==> config.mk <==
export PLATFORM = sky130hd
export DESIGN_NAME = psum_writeback
export DESIGN_NICKNAME = d
export VERILOG_FILES = /design/src/rtl/psum_writeback.sv
export SDC_FILE = /design/constraint.sdc
export NUM_CORES = 1
export LEC_CHECK = 0
export ABC_CLOCK_PERIOD_IN_PS = 17550
export CAP_MARGIN = 40
export CORE_MARGIN = 1
export CORE_UTILIZATION = 25
export CTS_CLUSTER_SIZE = 16
export DETAILED_ROUTE_END_ITERATION = 8
export PLACE_DENSITY = 0.4
export SLEW_MARGIN = 10
export SYNTH_ARGS = -nofsm -noshare
export SYNTH_HDL_FRONTEND = slang
export SYNTH_SLANG_ARGS = --single-unit
==> constraint.sdc <==
create_clock -name clk -period 17.55 [get_ports clk]
set_input_delay 1.755 -clock clk [delete_from_list [all_inputs] [get_ports clk]]
set_output_delay 1.755 -clock clk [all_outputs]
set_load 0.01 [all_outputs]
==> src/rtl/psum_writeback.sv <==
// psum_writeback: requantizes finished partial sums, packs lanes into words
// and writes them out through a FIFO. Build macro PSUM_WB_RELU_EN adds ReLU.

module psum_writeback #(
    parameter int DWIDTH = 32,
    parameter int OWIDTH = 8,
    parameter int PACK   = 4,
    parameter int AWIDTH = 4,
    parameter int ADDR_W = 12
) (
    input  logic                   clk,
    input  logic                   rstn,
    input  logic                   cfg_start,
    input  logic [ADDR_W-1:0]      cfg_base_addr,
    input  logic [15:0]            cfg_pix_per_oc,
    input  logic [15:0]            cfg_num_oc,
    input  logic [4:0]             cfg_shift,
    input  logic                   result_valid,
    input  logic [DWIDTH-1:0]      result,
    output logic                   wr_valid,
    input  logic                   wr_ready,
    output logic [ADDR_W-1:0]      wr_addr,
    output logic [OWIDTH*PACK-1:0] wr_data,
    output logic                   busy,
    output logic                   done,
    output logic                   overflow
);

    localparam int DEPTH = 1 << AWIDTH;
    localparam int WW    = OWIDTH * PACK;
    localparam int LW    = (PACK > 1) ? $clog2(PACK) : 1;
    localparam logic signed [DWIDTH:0] SMAX =
        {{(DWIDTH-OWIDTH+2){1'b0}}, {(OWIDTH-1){1'b1}}};
    localparam logic signed [DWIDTH:0] SMIN =
        {{(DWIDTH-OWIDTH+2){1'b1}}, {(OWIDTH-1){1'b0}}};

    typedef enum logic [1:0] {IDLE, RUN, FLUSH, DONE} state_t;

    state_t state_q, state_d;

    logic [15:0]        pix_q, oc_q;
    logic [4:0]         shift_q;
    logic [ADDR_W-1:0]  addr_q;
    logic               ovf_q;

    logic               rq_valid_q;
    logic [OWIDTH-1:0]  rq_data_q;
    logic [OWIDTH-1:0]  lane_w;
    logic signed [DWIDTH:0] ext, rnd, shv;

    logic [LW-1:0]      lane_q, lane_d;
    logic [15:0]        pix_cnt_q, pix_d;
    logic [15:0]        oc_cnt_q, oc_d;
    logic [WW-1:0]      pack_q, pack_d, word_w;
    logic               take, push, pix_last, oc_last, lane_last;

    logic [WW-1:0]      dmem [DEPTH];
    logic [ADDR_W-1:0]  amem [DEPTH];
    logic [AWIDTH:0]    wptr_q, rptr_q;
    logic               empty, full, pop, wr_en;

    logic start_go;
    assign start_go = (state_q == IDLE) & cfg_start;

    // Round-half-up arithmetic shift at DWIDTH+1 bits, then saturate.
    always_comb begin
        ext = {result[DWIDTH-1], result};
        rnd = '0;
        if (shift_q != 5'd0)
            rnd = {{DWIDTH{1'b0}}, 1'b1} << (shift_q - 5'd1);
        shv = (ext + rnd) >>> shift_q;
        if (shv > SMAX)
            lane_w = SMAX[OWIDTH-1:0];
        else if (shv < SMIN)
            lane_w = SMIN[OWIDTH-1:0];
        else
            lane_w = shv[OWIDTH-1:0];
`ifdef PSUM_WB_RELU_EN
        if (lane_w[OWIDTH-1])
            lane_w = '0;
`else
`endif
    end

    // Requant pipeline register; sums only count while running.
    always_ff @(posedge clk or negedge rstn) begin
        if (!rstn) begin
            rq_valid_q <= 1'b0;
            rq_data_q  <= '0;
        end else begin
            rq_valid_q <= (state_q == RUN) & result_valid;
            rq_data_q  <= lane_w;
        end
    end

    assign take      = (state_q == RUN) & rq_valid_q;
    assign pix_last  = pix_cnt_q == pix_q - 16'd1;
    assign oc_last   = oc_cnt_q == oc_q - 16'd1;
    assign lane_last = lane_q == LW'(PACK - 1);
    assign push      = take & (pix_last | lane_last);

    // Packer: drop the sample into its lane; emit on full word or channel end.
    always_comb begin
        word_w = pack_q;
        for (int i = 0; i < PACK; i++)
            if (lane_q == LW'(i))
                word_w[i*OWIDTH +: OWIDTH] = rq_data_q;
        pack_d = pack_q;
        lane_d = lane_q;
        pix_d  = pix_cnt_q;
        oc_d   = oc_cnt_q;
        if (take) begin
            if (push) begin
                pack_d = '0;
                lane_d = '0;
            end else begin
                pack_d = word_w;
                lane_d = lane_q + LW'(1);
            end
            if (pix_last) begin
                pix_d = '0;
                oc_d  = oc_cnt_q + 16'd1;
            end else begin
                pix_d = pix_cnt_q + 16'd1;
            end
        end
    end

    // Config latch, packer counters, address counter and sticky overflow.
    always_ff @(posedge clk or negedge rstn) begin
        if (!rstn) begin
            pix_q     <= '0;
            oc_q      <= '0;
            shift_q   <= '0;
            addr_q    <= '0;
            ovf_q     <= 1'b0;
            lane_q    <= '0;
            pix_cnt_q <= '0;
            oc_cnt_q  <= '0;
            pack_q    <= '0;
        end else if (start_go) begin
            pix_q     <= cfg_pix_per_oc;
            oc_q      <= cfg_num_oc;
            shift_q   <= cfg_shift;
            addr_q    <= cfg_base_addr;
            ovf_q     <= 1'b0;
            lane_q    <= '0;
            pix_cnt_q <= '0;
            oc_cnt_q  <= '0;
            pack_q    <= '0;
        end else begin
            lane_q    <= lane_d;
            pix_cnt_q <= pix_d;
            oc_cnt_q  <= oc_d;
            pack_q    <= pack_d;
            if (push)
                addr_q <= addr_q + ADDR_W'(1);
            if (push & full & ~pop)
                ovf_q <= 1'b1;
        end
    end

    assign empty = wptr_q == rptr_q;
    assign full  = (wptr_q[AWIDTH] != rptr_q[AWIDTH]) &&
                   (wptr_q[AWIDTH-1:0] == rptr_q[AWIDTH-1:0]);
    assign pop   = ~empty & wr_ready;
    assign wr_en = push & (~full | pop);

    // Word FIFO pointers; an extra wrap bit separates full from empty.
    always_ff @(posedge clk or negedge rstn) begin
        if (!rstn) begin
            wptr_q <= '0;
            rptr_q <= '0;
        end else begin
            if (wr_en)
                wptr_q <= wptr_q + 1'b1;
            if (pop)
                rptr_q <= rptr_q + 1'b1;
        end
    end

    // FIFO storage needs no reset; outputs are masked while empty.
    always_ff @(posedge clk) begin
        if (wr_en) begin
            dmem[wptr_q[AWIDTH-1:0]] <= word_w;
            amem[wptr_q[AWIDTH-1:0]] <= addr_q;
        end
    end

    // FSM state register.
    always_ff @(posedge clk or negedge rstn) begin
        if (!rstn)
            state_q <= IDLE;
        else
            state_q <= state_d;
    end

    // FSM next state.
    always_comb begin
        state_d = state_q;
        unique case (state_q)
            IDLE:  if (cfg_start) state_d = RUN;
            RUN:   if (take & pix_last & oc_last) state_d = FLUSH;
            FLUSH: if (empty) state_d = DONE;
            DONE:  state_d = IDLE;
            default: state_d = IDLE;
        endcase
    end

    assign wr_valid = ~empty;
    assign wr_data  = empty ? '0 : dmem[rptr_q[AWIDTH-1:0]];
    assign wr_addr  = empty ? '0 : amem[rptr_q[AWIDTH-1:0]];
    assign busy     = (state_q == RUN) | (state_q == FLUSH);
    assign done     = state_q == DONE;
    assign overflow = ovf_q;

endmodule

# [Word level (Yosys, flattened, before mapping)]
# Memories as Yosys holds them, arrays and structs flattened.
# Index checks and enable logic that the tools add are counted.
[totals] ff_bits=137 latch_bits=0 ramBits=704 mem_bits_ro=0 inputBits=86 wordCells=101 n_memories=2
[op_classes] n_addsub=10 multipliers=0 div_mod_pow=0 magnitude_cmp=2 n_eq_ne=14 shift=2 muxes=31 bitwise=16 reduce_logical=10
[mem_list] name="dmem" words=16 width=32 read_ports=1 rd_clocked_by_memory_dff=0 wr=1 line="57" source="logic [WW-1:0] dmem [DEPTH];"
[mem_list] name="amem" words=16 width=12 read_ports=1 rd_clocked_by_memory_dff=0 wr=1 line="58" source="logic [ADDR_W-1:0] amem [DEPTH];"
[ops] op="32-bit two-way mux" n=4
[ops] op="16-bit two-way mux" n=6
[ops] op="8-bit two-way mux" n=6
[ops] op="12-bit two-way mux" n=3
[ops] op="32-bit by 33-bit adder with 33-bit output" n=1
[ops] op="33-bit by 8-bit > comparator with 1-bit output, second input constant" n=1
[ops] op="33-bit by 8-bit < comparator with 1-bit output, second input constant" n=1
[ops] op="33-bit two-way mux" n=1
[ops] op="1-bit by 5-bit left shift with 33-bit output, first input constant" n=1
[ops] op="33-bit by 5-bit >>> shifter with 33-bit output" n=1
[ops] op="16-bit by 1-bit adder with 16-bit output, second input constant" n=2
[ops] op="16-bit equality test" n=2
[ops] op="16-bit by 1-bit subtractor with 16-bit output, second input constant" n=2
[ops] op="12-bit by 1-bit adder with 12-bit output, second input constant" n=1
[ops] op="2-bit two-way mux" n=6
[ops] op="5-bit by 1-bit adder with 5-bit output, second input constant" n=2
[ops] op="1-bit bitwise AND" n=10
[ops] op="2-bit equality test, second input constant" n=4
[ops] op="2-bit case mux with 4 select lines" n=1
[ops] op="2-bit nonzero test" n=4
[ops] op="2-bit inequality test, second input constant" n=3
[ops] op="5-bit equality test" n=1
[ops] op="5-bit nonzero test" n=1
[ops] op="5-bit by 1-bit subtractor with 5-bit output, second input constant" n=1
[ops] op="11 further kinds" n=20

# [Logic depth before layout (Yosys ltp)]
[depth] ltp_word=8 depth_mapped=24 mapped_depth_nobuf=19

# [Worst setup path before layout]
# No wires, ideal clock.
[synth_path] path_kind="register -> register" from="reg pix_q[4]" to="mem amem[3][0], enable pin" setup_time_ps=500 arrival_time_ps=5939 t_required_ps=17050 setup_slack_ps=11112 path_stages_with_launch=12 n_path_buf=0 period_less_slack_ps=6438 path_cell_list="dfrtp_1 -> or4_1 -> nor4_1 -> nand2_1 -> mux2_2 -> a21oi_1 -> a32o_1 -> o2111a_1 -> nor2_1 -> nor3_2 -> nand2_1 -> nor3_1"
[synth_via] elab_chain_cells=7
[synth_rtl] element="start: declaration" line="41" source="logic [15:0] pix_q, oc_q;"
[synth_rtl] element="start signal: assignment" line="142" source="pix_q <= cfg_pix_per_oc;"
[synth_rtl] element="16-bit by 1-bit subtractor with 16-bit output" line="97" source="assign pix_last = pix_cnt_q == pix_q - 16'd1;"
[synth_rtl] element="16-bit equality test" line="97"
[synth_rtl] element="1-bit bitwise OR" line="100" source="assign push = take & (pix_last | lane_last);"
[synth_rtl] element="1-bit bitwise AND" line="100"
[synth_rtl] element="1-bit bitwise AND" line="167" source="assign wr_en = push & (~full | pop);"
[synth_rtl] element="1-bit two-way mux" line="184" source="if (wr_en) begin"
[synth_rtl] element="1-bit two-way mux (not written as such)" line="186" source="amem[wptr_q[AWIDTH-1:0]] <= addr_q;"
[synth_rtl] element="end: declaration" line="58"
# No other way between the ends.

# [Final worst setup path]
[layout_path] from="reg shift_q[1]" to="reg rq_data_q[3]"
[layout_via] elab_chain_cells=8
[layout_rtl] element="start: declaration" line="42" source="logic [4:0] shift_q;"
[layout_rtl] element="start signal: assignment" line="144" source="shift_q <= cfg_shift;"
[layout_rtl] element="5-bit by 1-bit subtractor with 5-bit output" line="70" source="rnd = {{DWIDTH{1'b0}}, 1'b1} << (shift_q - 5'd1);"
[layout_rtl] element="1-bit by 5-bit left shift with 33-bit output" line="70"
[layout_rtl] element="33-bit two-way mux" line="69" source="if (shift_q != 5'd0)"
[layout_rtl] element="32-bit by 33-bit adder with 33-bit output" line="71" source="shv = (ext + rnd) >>> shift_q;"
[layout_rtl] element="33-bit by 5-bit >>> shifter with 33-bit output *" line="71"
[layout_rtl] element="33-bit by 8-bit < comparator with 1-bit output" line="74" source="else if (shv < SMIN)"
[layout_rtl] element="8-bit two-way mux" line="74"
[layout_rtl] element="8-bit two-way mux *" line="72" source="if (shv > SMAX)"
[layout_rtl] element="net lane_w[3]" line="48" source="logic [OWIDTH-1:0] lane_w;"
[layout_rtl] element="end signal: assignment" line="92" source="rq_data_q <= lane_w;"
[layout_rtl] element="end: declaration" line="47" source="logic [OWIDTH-1:0] rq_data_q;"
# The timed path passes the listed nets; every way through them passes the cells marked *.
# A chain may end at the register's enable or synchronous reset.

==> summary.md <==
| Metric | Value |
|---|---|
| Cts-stage hold buffer count | `0` |
| RSZ-0062 raised after global routing | `false` |
| Initial Util | `~25%` |
| First-pass GRT wire length | `168000 um` |
| Sequential share of the synthesized area | `63.1%` |
| Crit path from | `shift_q[1]` |
| Bufs on Longest Clock Path | `3` |
| Req. time, crit path | `approximately 18 ns` |
| Die height | `397 um` |
| Root buffer cell | `clkbuf_16` |
| Slew HR | `between 30% and 40%` |
| Via count | `around 24000` |
| CP Launch Type | `flop` |
| Tmin final | `~7.1 ns` |
| Top cells by area, synth | `edfxtp_1 (54%), mux4_2 (10%), dfrtp_1 (8.8%), a211oi_1 (2.3%), nand2_1 (2.3%)` |
| TritonCTS clock tree | `done` |
| Initial antenna violation count | `7` |
| Final hold violations | `0` |
| Die ar. | `157000 um^2` |
| Post-synthesis area per instance | `14.8 um^2` |
| Max Fclk | `142 MHz` |
| Cell variety after synth | `about 110` |
| Cells resized by post-CTS repair | `0` |
| Placed Cells | `between 4000 and 5000` |
| P per Cell Area | `163 nW/um^2` |
| CTS H-tree depth | `3` |
| Primary FF master, synth | `edfxtp_1` |
| Commonest non-fill, non-tap cell in the layout | `edfxtp_1` |
| Worst-margin pin slew | `just over 0.9 ns` |
| Vias in the first global route | `24800` |
| Per-cell routed wire length | `23.3 um` |
| Setup Buffers After CTS | `0` |
| Clk_skew | `between 0.04 and 0.05 ns` |
| Most frequent cells in the layout | `edfxtp_1 (704), nand2_1 (234), mux4_2 (177)` |
| Async SR Flop Fraction | `16.3%` |
| GRT overflow | `0` |
| Post-DP HPWL | `73200 um` |
| Pin count of the biggest net entering global routing | `69` |
| I/O pins | `between 100 and 150` |
| Crit path DAT | `7.59 ns` |
| Rows | `144` |
| CORE AREA | `around 150000 um^2` |
| RR Startpoint | `shift_q[1]` |
| Initial DRC Count | `about 1700` |
| All-layer global routing usage | `14.5%` |
| Slew Limit Fails | `0` |
| Number of synthesized flops with an enable pin | `approximately 700` |
| Worst Reg2Reg Path Length in Cells | `19` |
| Fill cells | `15500` |
| Status | `completed` |
| Worst skew pair latency | `approximately 0.7 ns` |
| Synthesis-to-layout area growth | `19.0%` |
| Worst r2r dst | `rq_data_q[3]` |
| Max cap viols | `0` |
| Diode count | `0` |
| Mapped cell area | `38900 um^2` |
| RePlAce Congestion | `roughly 0.83` |
| Final setup vio count | `0` |
| Top cell type's share of synthesized area | `around 54%` |
| Final Non-Filler Cells | `roughly 4900` |
| Post-layout util | `a little under a third` |
| Vias/cell | `~4.8` |
| Period utilisation layout | `around two fifths` |
| CP cell instances | `buf_4 -> inv_1 -> nand2_1 -> nor3_1 -> ha_1 -> inv_1 -> fa_1 -> nand2b_1 -> a21oi_1 -> o21ai_1 -> o21bai_2 -> a211oi_1 -> xor2_1 -> a221oi_2 -> a221oi_1 -> a221oi_1 -> nand3b_1 -> o41ai_4 -> o21ai_1` |
| Buffers on Ports | `133` |
| Area leader, netlist | `edfxtp_1` |
| Critical path's slowest cell | `nand2_1` |
| Slowest stage delay, CP | `0.74 ns` |
| CP endpoint kind | `flop` |
| Antenna-violating nets left | `0` |
| Post-Route WL | `approximately 110000 um` |
| Die width | `around 400 um` |
| Worst vdd ir | `between 0.09 and 0.1 mV` |
| WS Path Type | `flop to flop` |
| Syn Nets | `2763` |
| Num CTS Buffers | `between 90 and 100` |
| R2r setup slk | `approximately 10 ns` |
| Setup crit end | `rq_data_q[3]` |
| Ys Warns | `0` |
| CTS Sinks | `roughly 840` |
| Setup tns final | `0 ns` |
| Gate Count Post-Synth | `around 2600` |
| Leakage | `between 15 and 20 nW` |
| Worst hold path type | `flop to flop` |
| Proportion of layout cells with a drive suffix above 1 | `between 10% and 20%` |
| #FFs+latches synth | `841` |
| 1st-pass router iterations | `7` |
| Worst-path clk slew | `about 0.06 ns` |
| Residual DRC | `0` |
| CP Max Fanout | `36` |
| Nets | `roughly 2900` |
-- cell type report --
class / count / area [um^2] / area share (%)
multi-input cells: 1595 / 13600 / 29.4
well taps: 2044 / 2560 / 5.52
inverters: 36 / 135 / 0.292
repair buffers: 206 / 2270 / 4.91
flip-flops and latches: 841 / 24600 / 53.1
clock buffers: 132 / 2630 / 5.68
clock inverters: 47 / 499 / 1.08
-- critical path, delay by kind of cell (launching register included) --
family	cells	cell delay [ns]
fa+ha+maj	2	0.63
flops	1	0.35
xor+xnor	1	0.60
simple gates	4	1.59
buf+inv	3	1.01
compound gates	9	2.69
-- sequential cells by signal, summed over array words and instances (netlist names), 2 cells and up --
register   flops
dmem         512
amem         192
pack_q        32
oc_cnt_q      16
oc_q          16
pix_cnt_q     16
pix_q         16
addr_q        12
rq_data_q      8
rptr_q         5
shift_q        5
wptr_q         5
lane_q         2
state_q        2
-- Yosys cell counts (all sizes together) (8+ instances only) --
library cell	number
edfxtp	704
nand2	234
a21o	11
nand2b	9
buf	46
nor4	11
a31oi	12
and4	9
a211o	8
and3	15
ha	51
inv	36
a22oi	10
nor2	168
clkbuf	107
nand3	51
o21ai	96
nor2b	54
o22ai	14
mux4	182
nand4	25
a2111oi	8
dfrtp	137
nor3	36
xnor2	58
o211ai	14
a21oi	75
a32o	28
a221oi	10
and2	22
mux2	41
a211oi	120
or3	12
xor2	51
mux2i	71
-- where the power goes --
part | switching [W] | leakage, nW | total, W | internal, W
sequential | 0.000283 | 8.21 | 0.00273 | 0.00245
clock | 0.000823 | 1.52 | 0.00198 | 0.00115
combinational | 0.00162 | 5.87 | 0.00284 | 0.00122
-- through the flow --
stage                     instance area [um^2]  hold WS (ns)  power [W]  setup WS (ns)
final                                    46300         0.481    0.00755          10.48
after global routing                     46300         0.496    0.00795           9.84
after CTS                                46300         0.486    0.00767          10.52
after detailed placement                 43200         0.467    0.00566          10.53
after global placement                   42600         0.464    0.00560          10.51
after floorplan                          38900         0.449    0.00450          11.11
-- worst min-delay path by stage --
stage	startpoint	end	slack, ns	depth (start not counted)
3_3_place_gp	pack_q[28]	pack_q[28]	0.46	1
6_report	pack_q[24]	pack_q[24]	0.48	1
2_1_floorplan	pack_q[24]	pack_q[24]	0.45	1
3_5_place_dp	pack_q[27]	pack_q[27]	0.47	1
5_1_grt	pack_q[23]	pack_q[23]	0.50	1
4_1_cts	pack_q[27]	pack_q[27]	0.49	1
-- kinds of logic after synthesis --
| group | share of synthesized area [%] |
|---|---|
| simple gates | 8.08 |
| mux | 13.6 |
| other cells | 0.00964 |
| fa+ha+maj | 1.69 |
| compound gates | 8.79 |
| flops | 63.1 |
| xor+xnor | 2.47 |
| buf+inv | 2.22 |
-- per-layer routing --
layer / up-vias / GRT usage [%] / wire length [um]
met2: 574 / 25.0 / 57000
li1: 10600 / - / -
met5: - / 0 / 27
met1: 12300 / 18.8 / 50200
met3: 149 / 2.42 / 4910
met4: 4 / 3.51 / 2320
(Power assumes the default switching activity.)
